===== src/rtl/mips_bus_pkg.sv =====
// Shared definitions for the MIPS Avalon bus master: access-size codes,
// FSM state encoding and the little-endian byte-enable / alignment helpers.
package mips_bus_pkg;

   localparam logic [1:0] SZ_BYTE = 2'b00;
   localparam logic [1:0] SZ_HALF = 2'b01;
   localparam logic [1:0] SZ_WORD = 2'b10;

   typedef enum logic [1:0] {
      ST_IDLE   = 2'd0,
      ST_ACCESS = 2'd1,
      ST_RESP   = 2'd2
   } state_e;

   // Active byte lanes for an access; size 2'b11 behaves as a word.
   function automatic logic [3:0] calc_byteenable(input logic [1:0] size,
                                                  input logic [1:0] addr_lo);
      logic [3:0] be;
      case (size)
         SZ_BYTE: be = 4'b0001 << addr_lo;
         SZ_HALF: be = addr_lo[1] ? 4'b1100 : 4'b0011;
         default: be = 4'b1111;
      endcase
      return be;
   endfunction

   // Halves must sit on even addresses, words on multiples of four.
   function automatic logic calc_misaligned(input logic [1:0] size,
                                            input logic [1:0] addr_lo);
      logic bad;
      case (size)
         SZ_BYTE: bad = 1'b0;
         SZ_HALF: bad = addr_lo[0];
         default: bad = (addr_lo != 2'b00);
      endcase
      return bad;
   endfunction

endpackage


===== src/rtl/mips_bus_master_if.sv =====
// Avalon-MM master-side signal bundle shared between the bus master and
// whatever memory or interconnect sits behind it.
interface mips_bus_master_if;
   logic [31:0] address;
   logic        read;
   logic        write;
   logic        waitrequest;
   logic [31:0] writedata;
   logic [3:0]  byteenable;
   logic [31:0] readdata;

   modport master (
      output address, read, write, writedata, byteenable,
      input  waitrequest, readdata
   );

   modport slave (
      input  address, read, write, writedata, byteenable,
      output waitrequest, readdata
   );
endinterface


===== src/rtl/mips_bus_lane.sv =====
// Combinational lane steering: turns a byte address, access size and
// signedness into byte enables, lane-replicated store data, extended load
// data and an alignment error flag.
module mips_bus_lane
   import mips_bus_pkg::*;
(
   input  logic [1:0]  addr_lo_i,
   input  logic [1:0]  size_i,
   input  logic        signed_i,
   input  logic [31:0] wdata_i,
   input  logic [31:0] readdata_i,
   output logic [3:0]  byteenable_o,
   output logic [31:0] writedata_o,
   output logic [31:0] rdata_o,
   output logic        misaligned_o
);

   logic [7:0]  rd_byte;
   logic [15:0] rd_half;

   assign byteenable_o = calc_byteenable(size_i, addr_lo_i);
   assign misaligned_o = calc_misaligned(size_i, addr_lo_i);

   // Replicate narrow store data so the enabled lanes always carry it.
   always_comb begin
      case (size_i)
         SZ_BYTE: writedata_o = {4{wdata_i[7:0]}};
         SZ_HALF: writedata_o = {2{wdata_i[15:0]}};
         default: writedata_o = wdata_i;
      endcase
   end

   // Pick the addressed lane(s) of the read word and extend to 32 bits.
   always_comb begin
      case (addr_lo_i)
         2'd0:    rd_byte = readdata_i[7:0];
         2'd1:    rd_byte = readdata_i[15:8];
         2'd2:    rd_byte = readdata_i[23:16];
         default: rd_byte = readdata_i[31:24];
      endcase
      rd_half = addr_lo_i[1] ? readdata_i[31:16] : readdata_i[15:0];
      case (size_i)
         SZ_BYTE: rdata_o = {{24{signed_i & rd_byte[7]}}, rd_byte};
         SZ_HALF: rdata_o = {{16{signed_i & rd_half[15]}}, rd_half};
         default: rdata_o = readdata_i;
      endcase
   end

endmodule


===== src/rtl/mips_bus_master.sv =====
// Multi-channel Avalon-MM bus master: arbitrates N_CH requesters, runs one
// bus transaction at a time through IDLE/ACCESS/RESP and returns a one-hot
// completion pulse with extended load data or an alignment error.
module mips_bus_master
   import mips_bus_pkg::*;
#(
   parameter int N_CH = 2,
   parameter int RR   = 0
) (
   input  logic                 clk,
   input  logic                 reset,
   input  logic [N_CH-1:0]      req,
   input  logic [N_CH-1:0]      req_write,
   input  logic [2*N_CH-1:0]    req_size,
   input  logic [N_CH-1:0]      req_signed,
   input  logic [32*N_CH-1:0]   req_addr,
   input  logic [32*N_CH-1:0]   req_wdata,
   output logic [N_CH-1:0]      done,
   output logic                 err,
   output logic [31:0]          rdata,
   mips_bus_master_if.master    bus
);

   localparam int GW = (N_CH > 1) ? $clog2(N_CH) : 1;

   state_e          state_q, state_d;
   logic [GW-1:0]   grant_q, grant_d;
   logic [GW-1:0]   last_grant_q, last_grant_d;
   logic            is_store_q, is_store_d;
   logic [1:0]      size_q, size_d;
   logic            signed_q, signed_d;
   logic [1:0]      addr_lo_q, addr_lo_d;
   logic            read_q, read_d;
   logic            write_q, write_d;
   logic [31:0]     address_q, address_d;
   logic [31:0]     writedata_q, writedata_d;
   logic [3:0]      byteenable_q, byteenable_d;
   logic [N_CH-1:0] done_q, done_d;
   logic            err_q, err_d;
   logic [31:0]     rdata_q, rdata_d;

   logic            gnt_found;
   logic [GW-1:0]   gnt_idx;
   logic [GW-1:0]   cand;

   logic            sel_write;
   logic [1:0]      sel_size;
   logic            sel_signed;
   logic [31:0]     sel_addr;
   logic [31:0]     sel_wdata;

   logic [1:0]      lane_addr_lo;
   logic [1:0]      lane_size;
   logic            lane_signed;
   logic [3:0]      lane_byteenable;
   logic [31:0]     lane_writedata;
   logic [31:0]     lane_rdata;
   logic            lane_misaligned;

   // Arbiter: fixed priority scans from channel 0, round-robin scans from
   // the channel after the last one granted.
   always_comb begin
      gnt_found = 1'b0;
      gnt_idx   = '0;
      cand      = '0;
      for (int k = 0; k < N_CH; k++) begin
         if (RR != 0) cand = GW'((int'(last_grant_q) + 1 + k) % N_CH);
         else         cand = GW'(k);
         if (!gnt_found && req[cand]) begin
            gnt_found = 1'b1;
            gnt_idx   = cand;
         end
      end
   end

   // Route the winning channel's request fields to a common set of wires.
   always_comb begin
      sel_write  = 1'b0;
      sel_size   = SZ_WORD;
      sel_signed = 1'b0;
      sel_addr   = '0;
      sel_wdata  = '0;
      for (int i = 0; i < N_CH; i++) begin
         if (gnt_idx == GW'(i)) begin
            sel_write  = req_write[i];
            sel_size   = req_size[2*i +: 2];
            sel_signed = req_signed[i];
            sel_addr   = req_addr[32*i +: 32];
            sel_wdata  = req_wdata[32*i +: 32];
         end
      end
   end

   // The lane logic sees the incoming request while idle (to latch enables,
   // store data and the alignment verdict) and the latched request afterwards
   // (to extract load data).
   assign lane_addr_lo = (state_q == ST_IDLE) ? sel_addr[1:0] : addr_lo_q;
   assign lane_size    = (state_q == ST_IDLE) ? sel_size      : size_q;
   assign lane_signed  = (state_q == ST_IDLE) ? sel_signed    : signed_q;

   mips_bus_lane u_lane (
      .addr_lo_i    (lane_addr_lo),
      .size_i       (lane_size),
      .signed_i     (lane_signed),
      .wdata_i      (sel_wdata),
      .readdata_i   (bus.readdata),
      .byteenable_o (lane_byteenable),
      .writedata_o  (lane_writedata),
      .rdata_o      (lane_rdata),
      .misaligned_o (lane_misaligned)
   );

   // State register.
   always_ff @(posedge clk) begin
      if (reset) state_q <= ST_IDLE;
      else       state_q <= state_d;
   end

   // Next-state: misaligned requests skip the bus cycle entirely.
   always_comb begin
      state_d = state_q;
      case (state_q)
         ST_IDLE:   if (gnt_found) state_d = lane_misaligned ? ST_RESP : ST_ACCESS;
         ST_ACCESS: if (!bus.waitrequest) state_d = ST_RESP;
         ST_RESP:   state_d = ST_IDLE;
         default:   state_d = ST_IDLE;
      endcase
   end

   // Output/datapath next values; done and err are single-cycle pulses.
   always_comb begin
      grant_d      = grant_q;
      last_grant_d = last_grant_q;
      is_store_d   = is_store_q;
      size_d       = size_q;
      signed_d     = signed_q;
      addr_lo_d    = addr_lo_q;
      read_d       = read_q;
      write_d      = write_q;
      address_d    = address_q;
      writedata_d  = writedata_q;
      byteenable_d = byteenable_q;
      rdata_d      = rdata_q;
      done_d       = '0;
      err_d        = 1'b0;
      case (state_q)
         ST_IDLE: begin
            if (gnt_found) begin
               grant_d      = gnt_idx;
               last_grant_d = gnt_idx;
               is_store_d   = sel_write;
               size_d       = sel_size;
               signed_d     = sel_signed;
               addr_lo_d    = sel_addr[1:0];
               if (lane_misaligned) begin
                  done_d[gnt_idx] = 1'b1;
                  err_d           = 1'b1;
               end else begin
                  read_d       = ~sel_write;
                  write_d      = sel_write;
                  address_d    = {sel_addr[31:2], 2'b00};
                  writedata_d  = lane_writedata;
                  byteenable_d = lane_byteenable;
               end
            end
         end
         ST_ACCESS: begin
            if (!bus.waitrequest) begin
               read_d          = 1'b0;
               write_d         = 1'b0;
               done_d[grant_q] = 1'b1;
               if (!is_store_q) rdata_d = lane_rdata;
            end
         end
         default: ;
      endcase
   end

   // Registered outputs and latched request; reset discards any transaction.
   always_ff @(posedge clk) begin
      if (reset) begin
         grant_q      <= '0;
         last_grant_q <= GW'(N_CH - 1);
         is_store_q   <= 1'b0;
         size_q       <= SZ_WORD;
         signed_q     <= 1'b0;
         addr_lo_q    <= 2'b00;
         read_q       <= 1'b0;
         write_q      <= 1'b0;
         address_q    <= '0;
         writedata_q  <= '0;
         byteenable_q <= '0;
         done_q       <= '0;
         err_q        <= 1'b0;
         rdata_q      <= '0;
      end else begin
         grant_q      <= grant_d;
         last_grant_q <= last_grant_d;
         is_store_q   <= is_store_d;
         size_q       <= size_d;
         signed_q     <= signed_d;
         addr_lo_q    <= addr_lo_d;
         read_q       <= read_d;
         write_q      <= write_d;
         address_q    <= address_d;
         writedata_q  <= writedata_d;
         byteenable_q <= byteenable_d;
         done_q       <= done_d;
         err_q        <= err_d;
         rdata_q      <= rdata_d;
      end
   end

   assign bus.read       = read_q;
   assign bus.write      = write_q;
   assign bus.address    = address_q;
   assign bus.writedata  = writedata_q;
   assign bus.byteenable = byteenable_q;
   assign done           = done_q;
   assign err            = err_q;
   assign rdata          = rdata_q;

endmodule


===== src/flat_wrapper.sv =====
// flat-port wrapper written by rule: the top's interface ports become plain ports
module mips_bus_master_flat import mips_bus_pkg::*;
#(
   parameter int N_CH = 2,
   parameter int RR   = 0
)
  (clk, reset, req, req_write, req_size, req_signed, req_addr, req_wdata, done, err, rdata, bus_address, bus_read, bus_write, bus_writedata, bus_byteenable, bus_waitrequest, bus_readdata);
  mips_bus_master_if bus_i ();
  input  logic clk;
  input  logic reset;
  input  logic [N_CH-1:0] req;
  input  logic [N_CH-1:0] req_write;
  input  logic [2*N_CH-1:0] req_size;
  input  logic [N_CH-1:0] req_signed;
  input  logic [32*N_CH-1:0] req_addr;
  input  logic [32*N_CH-1:0] req_wdata;
  output logic [N_CH-1:0] done;
  output logic err;
  output logic [31:0] rdata;
  output wire logic [$bits(bus_i.address)-1:0] bus_address;
  output wire logic [$bits(bus_i.read)-1:0] bus_read;
  output wire logic [$bits(bus_i.write)-1:0] bus_write;
  output wire logic [$bits(bus_i.writedata)-1:0] bus_writedata;
  output wire logic [$bits(bus_i.byteenable)-1:0] bus_byteenable;
  input wire logic [$bits(bus_i.waitrequest)-1:0] bus_waitrequest;
  input wire logic [$bits(bus_i.readdata)-1:0] bus_readdata;
  assign bus_address = bus_i.address;
  assign bus_read = bus_i.read;
  assign bus_write = bus_i.write;
  assign bus_writedata = bus_i.writedata;
  assign bus_byteenable = bus_i.byteenable;
  assign bus_i.waitrequest = bus_waitrequest;
  assign bus_i.readdata = bus_readdata;
  mips_bus_master #(.N_CH(N_CH), .RR(RR)) u_core (.clk(clk), .reset(reset), .req(req), .req_write(req_write), .req_size(req_size), .req_signed(req_signed), .req_addr(req_addr), .req_wdata(req_wdata), .done(done), .err(err), .rdata(rdata), .bus(bus_i));
endmodule

===== config.mk =====
export PLATFORM = sky130hd
export DESIGN_NAME = mips_bus_master_flat
export DESIGN_NICKNAME = d
export VERILOG_FILES = /design/src/rtl/mips_bus_pkg.sv /design/src/rtl/mips_bus_master_if.sv /design/src/rtl/mips_bus_lane.sv /design/src/rtl/mips_bus_master.sv /design/src/flat_wrapper.sv
export SDC_FILE = /design/constraint.sdc
export NUM_CORES = 1
export LEC_CHECK = 0
export ABC_AREA = 1
export BUFFER_PORTS_ARGS = -buffer_cell sky130_fd_sc_hd__buf_2
export CAP_MARGIN = 20
export CORE_MARGIN = 4
export CORE_UTILIZATION = 40
export CTS_CLUSTER_DIAMETER = 50
export CTS_CLUSTER_SIZE = 10
export DETAILED_ROUTE_END_ITERATION = 10
export GPL_TIMING_DRIVEN = 1
export PLACE_DENSITY = 0.78
export SLEW_MARGIN = 20
export SYNTH_ARGS = -nofsm -noshare
export SYNTH_HDL_FRONTEND = slang
export SYNTH_SLANG_ARGS = --single-unit

===== constraint.sdc =====
create_clock -name clk -period 2.42 [get_ports clk]
set_input_delay 0.121 -clock clk [delete_from_list [all_inputs] [get_ports clk]]
set_output_delay 0.121 -clock clk [all_outputs]
set_load 0.05 [all_outputs]

# Word-level counts from Yosys, hierarchy flattened
# Index checks and enable logic that the tools add are counted.
[word_totals]
output_inout_bits = 105
latchBits = 0
ramBits = 0
n_memories = 0
ff_bits = 112
elab_cells = 87
rom_bits = 0
in_bits = 173
[classes]
order_cmp = 4
multipliers = 0
div = 0
shift = 1
eq_ne = 7
muxes = 38
reduce_logical = 15
bitwise = 8
add_sub_neg = 0
[ops]
columns = ["op", "n"]
rows = [
  ["$pmux W32 S2", 2],
  ["$mux W32", 2],
  ["$pmux W8 S3", 1],
  ["$mux W2", 9],
  ["$mux W16", 1],
  ["$mux W1", 14],
  ["$pmux W2 S2", 2],
  ["$pmux W4 S2", 1],
  ["$eq A2 B1 Y1 const B", 3],
  ["$logic_not A2 Y1", 3],
  ["$not A1 Y1", 6],
  ["$pmux W1 S2", 3],
  ["$reduce_and A3 Y1", 2],
  ["$lt A1 B2 Y1 const B", 2],
  ["$mux W4", 1],
  ["$ne A2 B2 Y1 const B", 2],
  ["$reduce_and A2 Y1", 2],
  ["$reduce_and A4 Y1", 1],
  ["$reduce_bool A2 Y1", 2],
  ["$shl A1 B2 Y4 const A", 1],
  ["$logic_and A1 B1 Y1", 3],
  ["$reduce_or A3 Y1", 1],
  ["$and A1 B1 Y1", 2],
  ["$demux W1 S1", 2],
  ["other kinds (4)", 5],
]

# Longest topological paths before layout
[logic_depth]
word_depth = 11
ltp_mapped = 14
depth_no_buf = 13

# Hierarchy
# From an unflattened synthesis, not the netlist that was laid out.
[unflattened]
hier_cells = 983
hier_area_um2 = 5999.5
[modules_own_cells]
columns = ["module", "cells_per_inst", "seq_area_each_um2", "area_each_um2", "n_inst"]
rows = [
  ["mips_bus_master", 735, 2242.2, 4850.9, 1],
  ["mips_bus_lane", 248, 0.0, 1148.6, 1],
]

# Worst setup path before layout
# Ideal clock, no wire load.
[synth_path]
path_type = "register to register"
from = "register u_core.state_q[0]"
to = "register u_core.address_q[10] (netlist: u_core.bus.address[10])"
path_stages_with_launch = 12
arrival_ns = 1.546
synth_period_minus_slack_ns = 1.678
path_buffers = 3
t_required_ns = 2.288
setup_ns = 0.132
slack_ns = 0.742
path_cell_list = "dfxtp_1 > nor2_2 > buf_4 > nand3_1 > nand2_2 > nand2_1 > nand2_2 > nand2_2 > buf_6 > buf_4 > nand2_1 > a21oi_1"
[synth_between]
elab_chain_cells = 6
word_cells_on_any_way = 9
cone_classes = "1 x eq/ne; 3 x mux; 1 x bitwise; 4 x reduce/logical"
[synth_lines]
columns = ["element", "line", "rtl"]
rows = [
  ["start: declaration", "mips_bus_master.sv:26", "state_e state_q, state_d;"],
  ["start signal: assignment", "mips_bus_master.sv:116", "else state_q <= state_d;"],
  ["$logic_not A2 Y1 (*)", "mips_bus_master.sv:97, mips_bus_master.sv:98, mips_bus_master.sv:146", ""],
  ["$mux W2 (on tied branches)", "mips_bus_master.sv:98, mips_bus_master.sv:97", ""],
  ["$eq A2 B1 Y1 (tied with other cells)", "mips_bus_pkg.sv:31", "case (size)"],
  ["$pmux W1 S2", "mips_bus_pkg.sv:31", ""],
  ["$not A1 Y1 (no line)", "--", ""],
  ["$reduce_and A3 Y1 (no line) (*)", "--", ""],
  ["end signal: assignment", "mips_bus_master.sv:205", "address_q <= address_d;"],
  ["end: declaration", "mips_bus_master.sv:35", "logic [31:0] address_q, address_d;"],
]
# Every way passes the cells marked *; elsewhere a longest branch is shown, timed or not.
# A chain may end at the register's enable or synchronous reset.

# Final worst setup path
[layout_path]
from = "register u_core.state_q[0]"
to = "register u_core.rdata_q[4] (netlist: u_core.rdata[4])"
[layout_between]
elab_chain_cells = 5
word_cells_on_any_way = 13
cone_classes = "4 x eq/ne; 5 x mux; 4 x reduce/logical"
[layout_lines]
columns = ["element", "line", "rtl"]
rows = [
  ["$logic_not A2 Y1", "mips_bus_master.sv:97, mips_bus_master.sv:98", ""],
  ["$mux W2", "mips_bus_master.sv:97", "assign lane_addr_lo = (state_q == ST_IDLE) ? sel_addr[1:0] : addr_lo_q;"],
  ["$eq A2 B2 Y1 (tied with other cells)", "mips_bus_lane.sv:35", "case (addr_lo_i)"],
  ["$pmux W8 S3", "mips_bus_lane.sv:35", ""],
  ["$pmux W32 S2", "mips_bus_lane.sv:42", "case (size_i)"],
  ["end signal: assignment", "mips_bus_master.sv:210", "rdata_q <= rdata_d;"],
  ["end: declaration", "mips_bus_master.sv:40", "logic [31:0] rdata_q, rdata_d;"],
]
# Parallel ways exist; a longest one is shown, timed or not.

==> summary.txt <==
STA
  – TNS Setup: 0 ps
  – Clk_skew: 12.3 ps
  – Fin worst setup slack: 287 ps
  – Fin. max-slew vios: 0
  – RSZ-0062 raised after global routing: no
  – Final setup viols: 0
  – Rel. slew slack: 54.3%
  – Fmax: 469 MHz
  – Final Hold Viols: 0
  – Period utilization: 88.2%
  – Worst Tran Pin Value: 686 ps
  – Final min period: 2130 ps
  – Hold Slack: 32.8 ps

Logic synthesis
  – #FFs+latches synth: 112
  – Cell area after synthesis: 0.00605 mm^2
  – Cells after Synth: 946
  – Post-synthesis sequential area ratio: 37.0%
  – Warnings from Yosys: 0
  – Top cell type by total area after synthesis: dfxtp_1
  – Post-synth EDFFs: 0
  – Top cells by area, synth: dfxtp_1 37%, nand2_1 20%, a21oi_1 7.9%
  – Unique masters post-synth: 35
  – Commonest cells in the netlist: 315 x nand2_1, 112 x dfxtp_1, 95 x a21oi_1, 91 x nor2_1, 86 x nand3_1
  – Count leader, synth: nand2_1
  – Synth Area per Inst: 6.40 um^2
  – Primary FF master, synth: dfxtp_1
  – Async SR Flop Fraction: 0%
  – Synth top area share: 37.0%

Global routing
  – Number of global-route vias before repair: 6,274
  – Met1 global-route usage: 30.2%
  – GR Overflow Total: 0
  – Initial antenna violation count: 1
  – GRT Max-Usage Layer: met2
  – Global Route Usage Sum: 23.3%
  – Met3 Usage GRT: 6.02%
  – First-pass GRT wire length: 31,800 um
  – GR Util met2: 37.1%
  – Largest net degree at the start of global routing: 62

Clock tree
  – Total CTS buffers: 9
  – CTS HTree Levels: 3
  – Clock buffer depth: 2
  – CTS clk-pin slew, worst paths: 80 ps
  – Worst-Skew Late Latency: 360 ps
  – CTS Sinks: 112
  – CTS tree: yes
  – Clock root cell: clkbuf_16

Die
  – Die Span Y: 131 um
  – Area of the die: 0.0172 mm^2
  – Initial Util: 41.2%
  – Site row count: 44
  – Chip Width: 131 um
  – Top Ports: 278
  – Core footprint: 0.0147 mm^2

Pwr
  – PD cells: 1340 mW/mm^2
  – LEAKAGE: 4.13 nW
  – Logic pwr share: 58.8%
  – Reg power frac: 26.5%
  – Pint: 4.85 mW
  – Clock power frac: 14.7%
  – Sw Pwr: 5.66 mW
  – Switch share: 53.9%
  – Max IR drop VDD: 0.637 mV

Worst setup path
  – Setup crit start kind: register
  – Max Fanout on Critical Path: 15
  – Arr. time, crit path: 2390 ps
  – Crit end category: register
  – Critical path data required time: 2680 ps
  – CP Class: register to register

Placement
  – Final RePlAce weighted congestion: 0.923
  – Pre-CTS setup slack: 229 ps
  – Hpwl dp: 15,700 um
  – Placed Cells: 1,358
  – PortBufs: 275
  – Dpl cell area: 0.00753 mm^2

Cells and area
  – Nets: 1,358
  – Fillers: 1,516
  – Area Overhead vs Synth: 29.7%
  – Register area: 0.00224 mm^2
  – Multi-input combinational cell area: 0.00329 mm^2
  – Layout cells sized above 1: 28.9%
  – Design Area, Final: 0.00785 mm^2
  – Non-filler cells, final: 1,375

Detailed routing
  – Detailed Routing Iterations Pass 1: 5
  – Drt wl/cell: 15.1 um
  – Vias/cell: 5.11
  – Final WL: 20,800 um
  – DRT iter0 DRCs: 446
  – Vias after detailed routing: 7,027
  – Antenna-violating nets left: 0
  – Drt drc: 0

Flow run
  – Max-cap check violation count: 0

Min path
  – Type of the worst min-delay path: input pin to register

Status
  – Run status: finished clean
## state kept, by name (all words and copies together) (netlist names)
register,flops
u_core.is_store_q,1
u_core.bus.write,1
u_core.size_q,2
u_core.bus.address,30
u_core.rdata,32
u_core.grant_q,1
u_core.bus.writedata,32
u_core.err,1
u_core.state_q,2
u_core.bus.read,1
u_core.bus.byteenable,4
u_core.done,2
u_core.signed_q,1
u_core.addr_lo_q,2
## kinds of logic (layout without fill, tap and decap cells)
| group | Yosys count | in the layout | synth area share (%) |
|---|---|---|---|
| flops | 112 | 112 | 37.0 |
| mux | 9 | 9 | 1.49 |
| other cells | 1 | 3 | 0.0619 |
| simple gates | 525 | 525 | 36.4 |
| buf+inv | 124 | 367 | 9.07 |
| compound gates | 175 | 175 | 16.0 |
## routing by layer
metal | up-vias | routed length, um | share of wire, %
met1 | 3144 | 8600 | 41
li1 | 3533 | - | -
met2 | 315 | 9920 | 48
met3 | 35 | 1850 | 8.9
met5 | - | 0 | 0
met4 | 0 | 467 | 2.2
## per-stage QoR
| step | power [mW] | utilization, % |
|---|---|---|
| CTS | 10.6 | 53.3 |
| detailed placement | 8.98 | 51.3 |
| floorplan | 7.48 | - |
| finish | 10.5 | 53.4 |
| global placement | 8.95 | 51.3 |
| global route | 11.2 | 53.4 |
## critical path, cell delays in order (launching register included)
cell and delay [ps]:
dfxtp_1 330, nor2_2 140, buf_4 200, nand3_2 110, nand2_4 170, buf_4 250
nor2_1 110, nand2_2 170, nand2_1 190, a21oi_1 160, nand3_1 90, nand2_1 60
inv_1 30
## layout make-up
| cell class | count | share of cell area, % |
|---|---|---|
| multi-input combinational | 711 | 41.9 |
| sequential | 112 | 28.6 |
| timing repair buffer | 291 | 19.8 |
| clock buffer | 10 | 3.04 |
| tap | 184 | 2.93 |
| inverter | 60 | 2.87 |
| clock inverter | 6 | 0.876 |
| antenna | 1 | 0.0319 |
## final timing paths
check | to | slack, ps | from | cells past startpoint
setup / recovery | u_core.rdata[4] | 290 | u_core.state_q[0] | 12
hold / removal | u_core.state_q[0] | 30 | bus_waitrequest | 3
setup reg to reg | u_core.rdata[4] | 290 | u_core.state_q[0] | 12
hold reg to reg | u_core.bus.address[3] | 460 | u_core.bus.address[3] | 2
## cells in the final DEF (no fill, tap or decap), drive strengths merged
| master | count |
|---|---|
| nand2 | 325 |
| buf | 291 |
| dfxtp | 112 |
| a21oi | 97 |
| nor2 | 94 |
| nand3 | 90 |
| inv | 60 |
| o21ai | 44 |
| o211ai | 16 |
| or2 | 11 |
| clkbuf | 10 |
| mux2i | 9 |
| o31ai | 8 |
| o22ai | 5 |
| clkinv | 4 |
| nand4 | 3 |
| nand3b | 2 |
| a31o | 2 |
| conb | 2 |
| diode | 1 |
| a31oi | 1 |
| o21bai | 1 |
| o2111ai | 1 |
| bufinv | 1 |
| clkinvlp | 1 |
## timing repair
item	4_1_cts	5_1_grt
endpoints found under the hold margin	0	0
setup buffers	0	0
gates resized for setup	0	3
hold buffers	0	0
setup endpoints to repair	0	15
## power groups by stage
stage          Sequential, mW  Combinational [mW]  Clock [mW]
6_report                 2.78                6.18        1.55
5_1_grt                  2.85                6.71        1.65
4_1_cts                  2.78                6.19        1.58
3_5_place_dp             2.80                6.18           0
3_3_place_gp             2.80                6.15           0
2_1_floorplan            4.83                2.66           0
No activity file was read; power rests on OpenSTA's default activity.
